### config.mk
export PLATFORM = sky130hd
export DESIGN_NAME = spi_master
export DESIGN_NICKNAME = d
export VERILOG_FILES = /design/src/rtl/spi_pkg.sv /design/src/rtl/spi_sclk_div.sv /design/src/rtl/spi_master.sv
export SDC_FILE = /design/constraint.sdc
export NUM_CORES = 1
export LEC_CHECK = 0
export ABC_AREA = 1
export BUFFER_PORTS_ARGS = -buffer_cell sky130_fd_sc_hd__buf_4
export CAP_MARGIN = 15
export CORE_ASPECT_RATIO = 0.9
export CORE_MARGIN = 5
export CORE_UTILIZATION = 35
export CTS_CLUSTER_SIZE = 24
export DETAILED_ROUTE_END_ITERATION = 8
export GPL_TIMING_DRIVEN = 0
export PLACE_DENSITY = 0.57
export SLEW_MARGIN = 10
export SYNTH_ARGS = -nofsm -noshare
export SYNTH_HDL_FRONTEND = slang
export SYNTH_SLANG_ARGS = --single-unit
### constraint.sdc
create_clock -name clk -period 1.8 [get_ports clk]
set_input_delay 0.27 -clock clk [delete_from_list [all_inputs] [get_ports clk]]
set_output_delay 0.27 -clock clk [all_outputs]
set_load 0.02 [all_outputs]
### src/rtl/spi_pkg.sv
// spi_pkg: shared types and default sizing for the SPI master.
//   spi_state_t      - frame sequencer states
//   DefaultDataWidth - bits per frame
//   DefaultClkDiv    - clk cycles per SCLK half-period
//   DefaultCsGap     - minimum clk cycles CS stays high between frames
package spi_pkg;

    typedef enum logic [2:0] {
        StIdle,
        StSetup,
        StHigh,
        StLow,
        StHold,
        StGap
    } spi_state_t;

    localparam int unsigned DefaultDataWidth = 32;
    localparam int unsigned DefaultClkDiv    = 2;
    localparam int unsigned DefaultCsGap     = 4;

endpackage

### src/rtl/spi_sclk_div.sv
// spi_sclk_div: half-period tick generator for the SPI master.
//   clk_i   - system clock
//   rst_ni  - asynchronous active-low reset
//   en_i    - count while high
//   clr_i   - force the counter back to zero (wins over en_i)
//   first_o - counter is at zero, i.e. first cycle of a half-period
//   tick_o  - one-cycle pulse on the last cycle of each CLK_DIV-cycle half-period
module spi_sclk_div #(
    parameter int unsigned CLK_DIV = 2
) (
    input  logic clk_i,
    input  logic rst_ni,
    input  logic en_i,
    input  logic clr_i,
    output logic first_o,
    output logic tick_o
);

    localparam int unsigned CntW = (CLK_DIV > 1) ? $clog2(CLK_DIV) : 1;
    localparam logic [CntW-1:0] CntLast = CntW'(CLK_DIV - 1);

    logic [CntW-1:0] cnt_q, cnt_d;

    assign tick_o  = en_i && (cnt_q == CntLast);
    assign first_o = (cnt_q == '0);

    always_comb begin
        cnt_d = cnt_q;
        if (clr_i) begin
            cnt_d = '0;
        end else if (en_i) begin
            cnt_d = tick_o ? '0 : cnt_q + CntW'(1);
        end
    end

    always_ff @(posedge clk_i or negedge rst_ni) begin
        if (!rst_ni) begin
            cnt_q <= '0;
        end else begin
            cnt_q <= cnt_d;
        end
    end

endmodule

### src/rtl/spi_master.sv
// spi_master: transmit-side SPI mode-0 master with full-duplex MISO capture.
//   clk       - system clock
//   reset     - asynchronous active-low reset
//   dataIn    - word to transmit, sampled on the accept cycle only
//   dataValid - dataIn valid
//   dataReady - block can accept a word this cycle
//   rxData    - last word captured from MISO, held until the next frame completes
//   done      - one-cycle pulse when a frame completes and rxData updates
//   busy      - high from accept until the inter-frame gap ends
//   sclk      - SPI clock, idles low
//   mosi      - SPI data out, MSB first, changes while sclk is low
//   miso      - SPI data in, captured while sclk is high
//   cs        - chip select, active low
module spi_master
    import spi_pkg::*;
#(
    parameter int unsigned DATA_WIDTH = DefaultDataWidth,
    parameter int unsigned CLK_DIV    = DefaultClkDiv,
    parameter int unsigned CS_GAP     = DefaultCsGap
) (
    input  logic                  clk,
    input  logic                  reset,
    input  logic [DATA_WIDTH-1:0] dataIn,
    input  logic                  dataValid,
    output logic                  dataReady,
    output logic [DATA_WIDTH-1:0] rxData,
    output logic                  done,
    output logic                  busy,
    output logic                  sclk,
    output logic                  mosi,
    input  logic                  miso,
    output logic                  cs
);

    localparam int unsigned BitW = $clog2(DATA_WIDTH) + 1;
    localparam int unsigned GapW = $clog2(CS_GAP + 1);
    localparam logic [BitW-1:0] BitMax  = BitW'(DATA_WIDTH);
    localparam logic [GapW-1:0] GapLast = GapW'(CS_GAP - 1);

    spi_state_t state_q, state_d;

    logic [DATA_WIDTH-1:0] tx_q, tx_d;
    logic [DATA_WIDTH-1:0] rx_q, rx_d;
    logic [DATA_WIDTH-1:0] rxdata_q, rxdata_d;
    logic [BitW-1:0]       bit_cnt_q, bit_cnt_d;
    logic [GapW-1:0]       gap_cnt_q, gap_cnt_d;
    logic                  cs_q, cs_d;
    logic                  sclk_q, sclk_d;
    logic                  ready_q, ready_d;
    logic                  busy_q, busy_d;
    logic                  done_q, done_d;

    logic                  div_en, div_clr, div_first, div_tick;
    logic [BitW-1:0]       bit_inc;

    spi_sclk_div #(
        .CLK_DIV(CLK_DIV)
    ) u_sclk_div (
        .clk_i  (clk),
        .rst_ni (reset),
        .en_i   (div_en),
        .clr_i  (div_clr),
        .first_o(div_first),
        .tick_o (div_tick)
    );

    // Saturating bit counter increment.
    assign bit_inc = (bit_cnt_q == BitMax) ? bit_cnt_q : bit_cnt_q + BitW'(1);

    always_comb begin
        state_d   = state_q;
        tx_d      = tx_q;
        rx_d      = rx_q;
        rxdata_d  = rxdata_q;
        bit_cnt_d = bit_cnt_q;
        gap_cnt_d = gap_cnt_q;
        cs_d      = cs_q;
        sclk_d    = sclk_q;
        ready_d   = ready_q;
        busy_d    = busy_q;
        done_d    = 1'b0;
        div_en    = 1'b0;
        div_clr   = 1'b1;

        unique case (state_q)
            StIdle: begin
                ready_d = 1'b1;
                busy_d  = 1'b0;
                if (dataValid && ready_q) begin
                    tx_d      = dataIn;
                    rx_d      = '0;
                    bit_cnt_d = '0;
                    cs_d      = 1'b0;
                    sclk_d    = 1'b0;
                    ready_d   = 1'b0;
                    busy_d    = 1'b1;
                    state_d   = StSetup;
                end
            end
            StSetup: begin
                div_en  = 1'b1;
                div_clr = 1'b0;
                if (div_tick) begin
                    sclk_d  = 1'b1;
                    state_d = StHigh;
                end
            end
            StHigh: begin
                div_en  = 1'b1;
                div_clr = 1'b0;
                if (div_first) begin
                    rx_d = {rx_q[DATA_WIDTH-2:0], miso};
                end
                if (div_tick) begin
                    sclk_d    = 1'b0;
                    bit_cnt_d = bit_inc;
                    // Falling edge: present the next bit unless the word is exhausted.
                    if (bit_inc < BitMax) begin
                        tx_d = {tx_q[DATA_WIDTH-2:0], 1'b0};
                    end
                    state_d = StLow;
                end
            end
            StLow: begin
                div_en  = 1'b1;
                div_clr = 1'b0;
                if (div_tick) begin
                    if (bit_cnt_q == BitMax) begin
                        state_d = StHold;
                    end else begin
                        sclk_d  = 1'b1;
                        state_d = StHigh;
                    end
                end
            end
            StHold: begin
                div_en  = 1'b1;
                div_clr = 1'b0;
                if (div_tick) begin
                    cs_d      = 1'b1;
                    rxdata_d  = rx_q;
                    done_d    = 1'b1;
                    gap_cnt_d = '0;
                    state_d   = StGap;
                end
            end
            StGap: begin
                if (gap_cnt_q == GapLast) begin
                    ready_d = 1'b1;
                    busy_d  = 1'b0;
                    state_d = StIdle;
                end else begin
                    gap_cnt_d = gap_cnt_q + GapW'(1);
                end
            end
            default: begin
                state_d = StIdle;
            end
        endcase
    end

    always_ff @(posedge clk or negedge reset) begin
        if (!reset) begin
            state_q   <= StIdle;
            tx_q      <= '0;
            rx_q      <= '0;
            rxdata_q  <= '0;
            bit_cnt_q <= '0;
            gap_cnt_q <= '0;
            cs_q      <= 1'b1;
            sclk_q    <= 1'b0;
            ready_q   <= 1'b0;
            busy_q    <= 1'b0;
            done_q    <= 1'b0;
        end else begin
            state_q   <= state_d;
            tx_q      <= tx_d;
            rx_q      <= rx_d;
            rxdata_q  <= rxdata_d;
            bit_cnt_q <= bit_cnt_d;
            gap_cnt_q <= gap_cnt_d;
            cs_q      <= cs_d;
            sclk_q    <= sclk_d;
            ready_q   <= ready_d;
            busy_q    <= busy_d;
            done_q    <= done_d;
        end
    end

    // mosi is the top of the tx shift register, so it is registered and holds after the last bit.
    assign mosi      = tx_q[DATA_WIDTH-1];
    assign cs        = cs_q;
    assign sclk      = sclk_q;
    assign dataReady = ready_q;
    assign busy      = busy_q;
    assign done      = done_q;
    assign rxData    = rxdata_q;

endmodule

# Word level (Yosys, flattened, before mapping)

Cells that the tools add are included.

Flip-flop bits (word level): 114
Latch bits: 0
Bits in writable memories: 0
Bits in read-only memories: 0
Output and inout port bits: 38
Word-level logic and storage cells: 93
Memories kept: 0

Add/subtract/negate cells: 3
Multipliers: 0
Divide/modulo/power cells: 0
$lt $le $gt $ge: 1
Equality and inequality tests: 18
Shift operators: 0
Muxes and demuxes: 41
Bitwise operators: 0
Reduce and logical (&&, ||, !) cells: 18

Operators by type and width:

| operator                                                                | number |
|---|---|
| 32-bit two-way mux                                                      | 5 |
| 32-bit case mux with 2 select lines                                     | 2 |
| 3-bit two-way mux                                                       | 9 |
| 6-bit two-way mux                                                       | 3 |
| 3-bit case mux with 6 select lines                                      | 1 |
| 1-bit two-way mux                                                       | 15 |
| 2-bit inequality test, second input constant                            | 6 |
| 6-bit case mux with 2 select lines                                      | 1 |
| 3-bit AND reduction                                                     | 4 |
| 6-bit AND reduction                                                     | 2 |
| 2-bit by 1-bit inequality test with 1-bit output, second input constant | 5 |
| 3-bit by 2-bit == test with 1-bit output, second input constant         | 3 |
| 2-bit nonzero test                                                      | 4 |
| 6-bit by 1-bit adder with 6-bit output, second input constant           | 1 |
| 3-bit == test, second input constant                                    | 2 |
| 6-bit == test, second input constant                                    | 1 |
| 6-bit less-than comparator, second input constant                       | 1 |
| 1-bit case mux with 2 select lines                                      | 3 |
| 3-bit case mux with 2 select lines                                      | 1 |
| 1-bit case mux with 4 select lines                                      | 1 |
| 2-bit AND reduction                                                     | 2 |
| 4-bit AND reduction                                                     | 1 |
| 4-bit nonzero test                                                      | 1 |
| 4-bit OR reduction                                                      | 1 |
| other kinds (5)                                                         | 6 |

# Longest topological paths before layout

Depth in word-level cells: 7
Gate-level depth with buffers: 11

# Hierarchy

Synthesis repeated with hierarchy kept, for this count alone.

Cells, all modules: 654
Area, all modules: 5153.7 sq um

Modules (own cells, without submodules):

| module       | times used | cells each | area each (sq um) | sequential area each (sq um) |
|---|---|---|---|---|
| spi_master   | 1          | 646        | 5102.4            | 2829.0 |
| spi_sclk_div | 1          | 8          | 51.3              | 25.0 |

# Least setup slack after synthesis

No wires, ideal clock.

Path type: register to register
Start: register bit_cnt_q[0]
End: register bit_cnt_q[3]
Setup time: 0.117 ns
Arrival: 1.405 ns
Data required time: 1.683 ns
Setup slack: 0.278 ns
Cell stages (with the launch flop): 12
Period minus slack after synthesis: 1.522 ns
Path through: dfrtp_1 -> inv_1 -> ha_1 -> nand2_1 -> inv_1 -> nand3_1 -> nor2_1 -> nor2_4 -> buf_8 -> buf_12 -> nand2_1 -> nand2_1

Word-level cells in the longest chain between the ends: 4

RTL lines:

| item                                                                           | RTL line          | source |
|---|---|---|
| from (decl)                                                                    | spi_master.sv:45  | `logic [BitW-1:0] bit_cnt_q, bit_cnt_d;` |
| from (signal assigned)                                                         | spi_master.sv:180 | `bit_cnt_q <= bit_cnt_d;` |
| 6-bit by 1-bit adder with 6-bit output / 6-bit == test (equally long branches) | spi_master.sv:68  | `assign bit_inc = (bit_cnt_q == BitMax) ? bit_cnt_q : bit_cnt_q + BitW'(1);` |
| 6-bit two-way mux (*)                                                          | spi_master.sv:68  |  |
| 6-bit two-way mux (*)                                                          | spi_master.sv:114 | `if (div_tick) begin` |
| 6-bit case mux with 2 select lines (*)                                         | spi_master.sv:85  | `unique case (state_q)` |

Mark *: on every way between the ends. The rest lies on a longest branch, timed or not. The select of a mux whose other input is x is not followed.
A chain may end at the register's enable or synchronous reset.

# Final worst setup path

Start: register state_q[2]
End: register rx_q[11]

Word-level cells in the longest chain between the ends: 3

RTL lines:

| item                                                                               | RTL line          | source |
|---|---|---|
| from (decl)                                                                        | spi_master.sv:40  | `spi_state_t state_q, state_d;` |
| from (signal assigned)                                                             | spi_master.sv:164 | `state_q <= StIdle;` |
| from (signal assigned)                                                             | spi_master.sv:176 | `state_q <= state_d;` |
| 3-bit by 2-bit == test with 1-bit output / 3-bit zero test (equally long branches) | spi_master.sv:85  |  |
| 2-bit inequality test (no line) / 2-bit nonzero test (equally long branches)       | --                |  |
| 3-bit AND reduction (no line)                                                      | --                |  |
| to (signal assigned)                                                               | spi_master.sv:178 | `rx_q <= rx_d;` |
| to (decl)                                                                          | spi_master.sv:43  | `logic [DATA_WIDTH-1:0] rx_q, rx_d;` |

Several ways; a longest one is shown, not always the timed one.

==> key figures <==
Status
  • Outcome: finished clean

Route
  • Remaining antenna violation count: 0
  • Number of remaining DRC errors: 0
  • Count of TritonRoute iterations in the first routing pass: 4
  • Total detailed-routing wirelength: 12000 µm
  • Total number of vias: 4293
  • Per-cell routed wire length: about 13 µm
  • Average vias per placed instance: 4.62
  • Detailed router's first-iteration violation count: approximately 260

Floorplan
  • Core Rows: 43
  • Die Span Y: 128 µm
  • Top-Level Pins: 74
  • Die area: 18000 µm²
  • Starting density of the core: 0.353
  • Die X-Extent: approximately 140 µm
  • Core Box Area: between 15000 and 20000 µm²

Global route
  • Via count of the first global-routing pass: 4325
  • Overflow left after global routing: 0
  • Wire length of the first global-routing pass: 20800 µm
  • Antenna violations before repair: 0
  • Global Route Usage Sum: 0.143
  • Largest net degree at the start of global routing: 67

Placed design
  • Half-perimeter wire length of the detailed placement result: between 8000 and 9000 µm
  • Number of buffers added on ports: 73
  • Routability cong.: 0.822

Yosys
  • Largest family of logic cells by synthesized area: simple AND/OR/NAND/NOR gates
  • Xor-xnor portion of the synthesized cell area: 0.00163
  • Simple-gate area share of the yosys netlist: 0.289
  • Ranking of synthesized cells by area: sky130_fd_sc_hd__dfrtp_1 53%, sky130_fd_sc_hd__nand2_1 16%, sky130_fd_sc_hd__nand3_2 5.2%
  • Total number of yosys warnings: 0
  • Cell taking the most area after synthesis: sky130_fd_sc_hd__dfrtp_1
  • Post-synthesis adder-cell area fraction: 0.00930
  • Average cell area after synthesis: 8.68 µm²
  • Flip-flop and latch count after synthesis: 114
  • Number of nets produced by synthesis: 660
  • Yosys cell types: 32
  • Fraction of synthesized area in multiplexers: 0
  • Sequential element share of the synthesized area: 0.530
  • Area share of the largest cell type after synthesis: 0.526
  • Number of cells produced by synthesis: 620
  • Complex-gate fraction of the synthesized area: 0.0781
  • Synthesized area: 5380 µm²

Clocking
  • Clk Latency, worst-skew pair: 0.41 ns
  • Buffer count from post-CTS setup fixing: 0
  • Number of buffers created by CTS: 17
  • CTS tree: yes
  • Longest Clk Path Bufs: 2
  • Root buf cell: sky130_fd_sc_hd__clkbuf_16
  • Total number of H-tree levels: 4
  • Clk sinks: approximately 110
  • Clock input transition at the sequential cells of the worst setup and hold paths: 0.05 ns

Power and ir drop
  • Overall power consumption: 11.0 mW
  • Pwr/cell area: 1610 nW/µm²
  • Static leakage power: 3.42 nW
  • Peak supply drop: 0.000864 V

STA
  • Relative slew slack: 0.674
  • Pin slew with the least headroom to its limit: 0.489 ns
  • Fmax: 604 MHz
  • Setup TNS: 0 ns
  • Max-slew violation count: 0
  • Setup Viol. Count Final: 0
  • Count of endpoints failing hold in the final timing report: 0
  • Clock period minus final worst setup slack: 1.66 ns
  • Share of the clock period used by the worst path after layout: 0.920
  • Clock Skew: 0.00558 ns
  • Setup repair after global routing missed its margin: no

Setup path
  • Worst Path Required: around 2.1 ns
  • Data arrival time at the worst-slack endpoint: 1.95 ns
  • Crit Path Max Fanout: 10
  • Critical path start-end classification: reg2reg
  • Crit path capture type: register
  • Kind of start point of the critical path: register

Hold path
  • Hold Crit Class: in2reg

Cells and area
  • Count of fill cells added during filler insertion: between 1000 and 1500
  • Post-layout net count: 754
  • Synth-to-layout area growth: 26.7%
  • Share of cells above drive strength 1: 0.252
  • Antenna Cells: 0

Flow run
  • Max Cap Violations: 0
[state kept, by name, summed over array words and instances (netlist names)]
name              flops
rxData               32
dataReady             1
state_q               3
rx_q                 32
busy                  1
gap_cnt_q             3
tx_q                 32
u_sclk_div.cnt_q      1
done                  1
sclk                  1
bit_cnt_q             6
cs                    1
[cell usage in the layout (no fill, tap or decap), drive strengths merged]
cell type    count
nand2          232
dfrtp          113
buf            103
nand3           76
o21ai           75
inv             53
clkbuf          28
nor2            19
clkinv           7
ha               4
nand4            3
a31oi            2
clkinvlp         2
bufinv           2
a21oi            1
o21bai           1
xor2             1
nor3             1
o21a             1
a22o             1
dfstp            1
dlygate4sd3      1
[logic make-up after synthesis]
family                     Yosys count
DFF                                114
buffers and inverters               89
adders and majority gates            4
AOI/OAI and AO/OA                   81
xor gates and xnor gates             1
and+or+nand+nor                    331
[per-layer routing]
layer	share of wire	GRT usage	wire length [µm]	vias to the layer above
li1	-	-	-	2173
met1	0.47	0.187	5600	2039
met2	0.48	0.224	5830	71
met3	0.039	0.0397	467	10
met4	0.012	0.0627	146	0
met5	0	0	0	-
[worst max-delay path: stages, from the launching register on]
cell and delay, ns:
sky130_fd_sc_hd__dfrtp_1 0.47, sky130_fd_sc_hd__inv_4 0.13, sky130_fd_sc_hd__nand2_2 0.07, sky130_fd_sc_hd__nor2_1 0.12, sky130_fd_sc_hd__inv_2 0.06, sky130_fd_sc_hd__nor2_2 0.21, sky130_fd_sc_hd__inv_2 0.10, sky130_fd_sc_hd__nand2_2 0.12
sky130_fd_sc_hd__buf_4 0.19, sky130_fd_sc_hd__o21ai_1 0.08
[synthesized netlist by cell type]
| cell | number |
|---|---|
| sky130_fd_sc_hd__nor2_1 | 15 |
| sky130_fd_sc_hd__nor2_2 | 1 |
| sky130_fd_sc_hd__ha_1 | 4 |
| sky130_fd_sc_hd__nand3_1 | 46 |
| sky130_fd_sc_hd__nand3_4 | 2 |
| sky130_fd_sc_hd__inv_1 | 46 |
| sky130_fd_sc_hd__inv_4 | 1 |
| sky130_fd_sc_hd__buf_4 | 10 |
| sky130_fd_sc_hd__nand2_1 | 226 |
| sky130_fd_sc_hd__nor2_4 | 3 |
| sky130_fd_sc_hd__inv_2 | 6 |
| sky130_fd_sc_hd__o21ai_1 | 48 |
| sky130_fd_sc_hd__clkinv_1 | 1 |
| sky130_fd_sc_hd__a31oi_1 | 2 |
| sky130_fd_sc_hd__clkbuf_1 | 6 |
| sky130_fd_sc_hd__a22o_1 | 1 |
| sky130_fd_sc_hd__dfstp_2 | 1 |
| sky130_fd_sc_hd__nor3_1 | 1 |
| sky130_fd_sc_hd__nand3_2 | 28 |
| sky130_fd_sc_hd__buf_2 | 9 |
| sky130_fd_sc_hd__a21oi_2 | 1 |
| sky130_fd_sc_hd__o21a_1 | 1 |
| sky130_fd_sc_hd__buf_12 | 3 |
| sky130_fd_sc_hd__buf_6 | 6 |
| sky130_fd_sc_hd__nand2_4 | 1 |
| sky130_fd_sc_hd__nand4_1 | 3 |
| sky130_fd_sc_hd__o21ai_0 | 27 |
| sky130_fd_sc_hd__xor2_1 | 1 |
| sky130_fd_sc_hd__dfrtp_1 | 113 |
| sky130_fd_sc_hd__buf_8 | 1 |
| sky130_fd_sc_hd__nand2_2 | 5 |
| sky130_fd_sc_hd__o21bai_1 | 1 |
[worst paths after layout]
kind	start	to	slack [ns]	depth (start not counted)
worst max-delay path	state_q[2]$_DFFE_PN0P_	rx_q[11]$_DFFE_PN0P_	0.14	9
worst min-delay path	dataIn[0]	tx_q[0]$_DFFE_PN0P_	0.06	3
worst max register to register	state_q[2]$_DFFE_PN0P_	rx_q[11]$_DFFE_PN0P_	0.14	9
worst min register to register	u_sclk_div.cnt_q$_DFF_PN0_	u_sclk_div.cnt_q$_DFF_PN0_	0.47	1
max in group asynchronous	reset	tx_q[10]$_DFFE_PN0P_	0.75	3
min in group asynchronous	reset	rx_q[26]$_DFFE_PN0P_	0.37	2
[timing repair]
action	in CTS	in global routing
gates resized for setup	0	5
hold buffers	1	0
endpoints found under the setup margin	0	32
hold endpoints to repair	47	0
[metrics by stage]
stage	utilization	setup WS [ns]	cells	hold WS (ns)	cell area [µm²]
finish	0.448	0.143	929	0.0648	6810
global route	0.448	0.00797	929	0.0617	6810
CTS	0.446	0.0777	929	0.0487	6800
detailed placement	0.408	0.0829	896	0.250	6210
global placement	0.406	0.128	895	0.453	6180
floorplan	-	0.278	620	-0.0256	5380
[layout make-up]
cell class | count | area (µm²) | share of cell area
inverter | 54 | 205 | 0.0301
clock buffer | 22 | 464 | 0.0681
multi-input combinational | 417 | 2040 | 0.300
tap | 202 | 253 | 0.0371
buffer | 35 | 297 | 0.0435
sequential | 114 | 2850 | 0.419
clock inverter | 10 | 109 | 0.0160
timing repair buffer | 75 | 589 | 0.0865
[power breakdown]
group | internal (mW) | total (mW) | switching, mW
combinational | 1.48 | 3.96 | 2.48
clock | 2.09 | 3.24 | 1.14
sequential | 3.35 | 3.76 | 0.407
total | 6.92 | 11.0 | 4.03
Note: power is estimated with default switching activity, not from simulation.
